$ cat config.mk
export PLATFORM = sky130hd
export DESIGN_NAME = mem_arbiter_responder
export DESIGN_NICKNAME = d
export VERILOG_FILES = /design/src/rtl/mem_arbiter_responder.sv
export SDC_FILE = /design/constraint.sdc
export NUM_CORES = 1
export LEC_CHECK = 0
export CAP_MARGIN = 10
export CORE_MARGIN = 3
export CORE_UTILIZATION = 40
export DETAILED_ROUTE_END_ITERATION = 10
export PLACE_DENSITY_LB_ADDON = 0.2
export SLEW_MARGIN = 25
export SYNTH_ARGS = -nofsm -noshare
export SYNTH_HDL_FRONTEND = slang
export SYNTH_SLANG_ARGS = --single-unit
$ cat constraint.sdc
create_clock -name CLK -period 4.8 [get_ports CLK]
set_clock_uncertainty 0.2 [all_clocks]
set_input_delay 0.96 -clock CLK [delete_from_list [all_inputs] [get_ports CLK]]
set_output_delay 0.96 -clock CLK [all_outputs]
set_load 0.005 [all_outputs]
$ cat src/rtl/mem_arbiter_responder.sv
// Memory-side responder: arbitrates dcache/icache requests onto one shared
// variable-latency RAM port, one access in flight, with per-requester counters.
module mem_arbiter_responder #(
    parameter int ADDR_W = 32,
    parameter int DATA_W = 32,
    parameter int FAIR   = 0
) (
    input  logic              CLK,
    input  logic              RST,
    input  logic              dREN,
    input  logic              dWEN,
    input  logic [ADDR_W-1:0] daddr,
    input  logic [DATA_W-1:0] dstore,
    output logic              dwait,
    output logic [DATA_W-1:0] dload,
    input  logic              iREN,
    input  logic [ADDR_W-1:0] iaddr,
    output logic              iwait,
    output logic [DATA_W-1:0] iload,
    output logic              ram_ren,
    output logic              ram_wen,
    output logic [ADDR_W-1:0] ram_addr,
    output logic [DATA_W-1:0] ram_store,
    input  logic [DATA_W-1:0] ram_load,
    input  logic              ram_ready,
    output logic [31:0]       d_acc_cnt,
    output logic [31:0]       i_acc_cnt
);

    typedef enum logic [1:0] {
        IDLE  = 2'd0,
        D_ACC = 2'd1,
        I_ACC = 2'd2,
        DRAIN = 2'd3
    } state_t;

    state_t            state_reg, state_next;
    logic [ADDR_W-1:0] addr_reg, addr_next;
    logic [DATA_W-1:0] store_reg, store_next;
    logic              write_reg, write_next;
    logic              last_i_reg, last_i_next;
    logic [31:0]       d_cnt_reg, i_cnt_reg;

    logic d_req, i_req, grant_d, d_done, i_done;

    assign d_req   = dREN | dWEN;
    assign i_req   = iREN;
    // On a tie the fair variant hands the grant to whoever did not get the last one.
    assign grant_d = d_req && (!i_req || (FAIR == 0) || last_i_reg);

    always_ff @(posedge CLK) begin
        if (RST) begin
            state_reg  <= IDLE;
            addr_reg   <= '0;
            store_reg  <= '0;
            write_reg  <= 1'b0;
            last_i_reg <= 1'b1;
            d_cnt_reg  <= 32'd0;
            i_cnt_reg  <= 32'd0;
        end else begin
            state_reg  <= state_next;
            addr_reg   <= addr_next;
            store_reg  <= store_next;
            write_reg  <= write_next;
            last_i_reg <= last_i_next;
            if (d_done) d_cnt_reg <= d_cnt_reg + 32'd1;
            if (i_done) i_cnt_reg <= i_cnt_reg + 32'd1;
        end
    end

    always_comb begin
        state_next  = state_reg;
        addr_next   = addr_reg;
        store_next  = store_reg;
        write_next  = write_reg;
        last_i_next = last_i_reg;
        case (state_reg)
            IDLE: begin
                if (grant_d) begin
                    state_next  = D_ACC;
                    addr_next   = daddr;
                    store_next  = dstore;
                    write_next  = dWEN;
                    last_i_next = 1'b0;
                end else if (i_req) begin
                    state_next  = I_ACC;
                    addr_next   = iaddr;
                    store_next  = '0;
                    write_next  = 1'b0;
                    last_i_next = 1'b1;
                end
            end
            D_ACC: begin
                if (ram_ready)   state_next = IDLE;
                else if (!d_req) state_next = DRAIN;
            end
            I_ACC: begin
                if (ram_ready)   state_next = IDLE;
                else if (!i_req) state_next = DRAIN;
            end
            DRAIN: begin
                // Strobes stay up until the RAM finishes the abandoned access.
                if (ram_ready) state_next = IDLE;
            end
            default: state_next = IDLE;
        endcase
    end

    always_comb begin
        d_done    = (state_reg == D_ACC) && ram_ready && d_req;
        i_done    = (state_reg == I_ACC) && ram_ready && i_req;
        dwait     = !d_done;
        iwait     = !i_done;
        dload     = (d_done && !write_reg) ? ram_load : '0;
        iload     = i_done ? ram_load : '0;
        ram_ren   = (state_reg != IDLE) && !write_reg;
        ram_wen   = (state_reg != IDLE) && write_reg;
        ram_addr  = addr_reg;
        ram_store = store_reg;
    end

    assign d_acc_cnt = d_cnt_reg;
    assign i_acc_cnt = i_cnt_reg;

endmodule

==> reports/metrics.cfg <==
[final_layout]
layout_commonest_cell=clkdlybuf4s50_1
nNetsFinal=1173
area_growth_pct=68.1
layout_common_cells=328 x clkdlybuf4s50_1, 131 x dfxtp_1, 127 x nor2_1
fin_cells=1231
drive_gt1_share_pct=5.93

[placed_design]
detailedPlace.worstSlack_ps=676
hpwl_um=16200
dpl.cell_count=1197
io_buffers=329
routabilityCongestion=0.862

[logic_synthesis]
syn_nets=863
synth_cells=723
yosysWarnings=0
synth-main-ff-cell=dfxtp_1
synth_cell_types=39
ys_ff_latch=131
synth-edff-count=0
postSynth.asyncResetShare_pct=0
seq_area_frac_synth_pct=43.8
syn_avg_cell_area_um2=8.28
syn-cell-area_mm2=0.00599

[drt]
num_vias=6217
dr.pass1.iters=5
drtIter0Drc=324
routed_wl_um=21700
via_per_inst=5.05
drc=0
post_drt_wl_per_cell_um=17.6
antenna_left=0

[pwr]
power.total_w=0.00371
p_comb_share_pct=27.0
cell_internal_pwr_w=0.00268
p_sw_share_pct=27.6
pwr-share-clk_pct=37.8
power.leakage_nw=3.63
p_sw_w=0.00102
seq_power_share_pct=35.2
max-vdd-ir-drop_uv=256
power.density_mw_per_mm2=368

[clock_tree]
cts.sinks=131
hold_buffers=0
max-clock-path-buffers=2
h-tree-depth=4
cts-buffers-inserted=17
cts_root_buf=clkbuf_16
post_cts_resized=0
post_cts.repair.setup_buffers=0
clk_pin_slew_ps=50
clock_latency_ps=420
cts_tree=built

[floorplanning]
die_y_um=128
row_count=44
start_util_pct=41.0
io_pins=330
core_region_area_mm2=0.0146
die_area_mm2=0.0165
die_w_um=128

[flow_run]
cap_violations=0

[critical_path]
cp_slowest_cell=clkdlybuf4s50_1
path_buf_inv=4
cp.arrival_ps=2970
critPathLaunchType=primary input
path_delay_family=buffers and inverters
cp_common_cell=clkdlybuf4s50_1
crit_type=primary input to primary output
cp.required_ps=3640
path_cells=clkdlybuf4s50_1 -> o211a_2 -> inv_2 -> nor2_1 -> buf_4 -> and2_1 -> clkdlybuf4s50_1
slowest_delay_ps=540
end_kind=primary output
worstPathMaxFanout=32

[timing]
setup_viol=0
hold_violations=0
drv_slew=0
rsz0062_at_grt=no
fin_ws_ps=668
clock.fmax_mhz=242
fin_crit_ps=4130
tns_ps=0
fin_crit_sh_pct=86.1
maxSlewHeadroom_pct=49.7
worst_pin_slew_ps=748

[global_route]
grt_max_degree=98
grt_pass1_wl_um=32200
first_global_vias=5760
antenna_found_initial=1
track_usage_pct=25.4
gr-total-overflow=0

[min_path]
hold_path.class=register to register

[outcome]
status=finished, final reports clean

## stage by stage
stage | hold WS (ps) | utilization, % | cell area, µm²
finish | 294 | 69.0 | 10100
global route | 313 | 69.0 | 10100
global placement | 277 | 64.4 | 9400
CTS | 297 | 68.8 | 10000
floorplan | 259 | - | 5990
detailed placement | 288 | 64.4 | 9400
## cell type report
cell class / instances / area [µm²]
Fill cell: 1180 / 4530
Timing Repair Buffer: 339 / 3380
Multi-Input combinational cell: 531 / 3140
Sequential cell: 131 / 2620
Clock buffer: 21 / 470
Tap cell: 184 / 230
Clock inverter: 11 / 174
Inverter: 13 / 48.8
Antenna cell: 1 / 2.50
## routing by layer
layer  part of all wire [%]  global-route usage, %  vias to the layer above
met5                      0                      0                        -
met3                    7.0                   9.42                       30
li1                       -                      -                     3100
met4                    2.4                   8.36                        0
met2                     49                   40.9                      201
met1                     42                   31.5                     2886
## worst register-to-register path, stage by stage (launching register included)
cell and delay [ps]:
dfxtp_1 340, inv_1 90, ha_1 170, o211a_2 260, inv_2 100, nor2_1 450
nand2_1 190, nor4_1 290, mux2_1 350
## cells in the mapped netlist, drive strengths merged, types with 2 or more instances
cell type | count | area, µm²
nor3 | 17 | 105
a311oi | 33 | 289
ha | 6 | 75.1
nand4 | 21 | 138
or2 | 2 | 12.5
or4 | 5 | 37.5
dfxtp | 131 | 2620
xnor2 | 30 | 263
nor2b | 2 | 12.5
nor4 | 11 | 119
xor2 | 24 | 210
nor2 | 128 | 480
o21ai | 8 | 40.0
and2 | 67 | 419
a21oi | 11 | 55.1
or3 | 8 | 50.1
buf | 3 | 17.5
a22oi | 32 | 240
inv | 13 | 48.8
clkbuf | 45 | 169
and4 | 6 | 52.6
nand3 | 14 | 70.1
and3 | 3 | 18.8
nand2 | 95 | 357
## cell families after synthesis
| family | Yosys count | synth area share (%) |
|---|---|---|
| compound gates | 89 | 11.1 |
| xor+xnor | 54 | 7.90 |
| fa+ha+maj | 6 | 1.25 |
| buf+inv | 61 | 3.93 |
| flops | 131 | 43.8 |
| mux | 1 | 0.188 |
| simple gates | 381 | 31.8 |
## power groups by stage
stage                     registers, W  logic (W)  clock network [W]
after global routing           0.00132    0.00108            0.00147
after global placement         0.00132   0.000998                  0
after CTS                      0.00130    0.00101            0.00143
final                          0.00130    0.00100            0.00140
after detailed placement       0.00133    0.00100                  0
after floorplan                0.00133   0.000418                  0
## worst paths after layout
path,slack (ps),endpoint,depth (start not counted),start
worst max-delay path,670,dload[25],7,ram_ready
worst min-delay path,290,d_acc_cnt[1],2,d_acc_cnt[1]
worst max register to register,2250,d_acc_cnt[31],8,state_reg[1]
worst min register to register,290,d_acc_cnt[1],2,d_acc_cnt[1]
No activity file was read; power rests on OpenSTA's default activity.
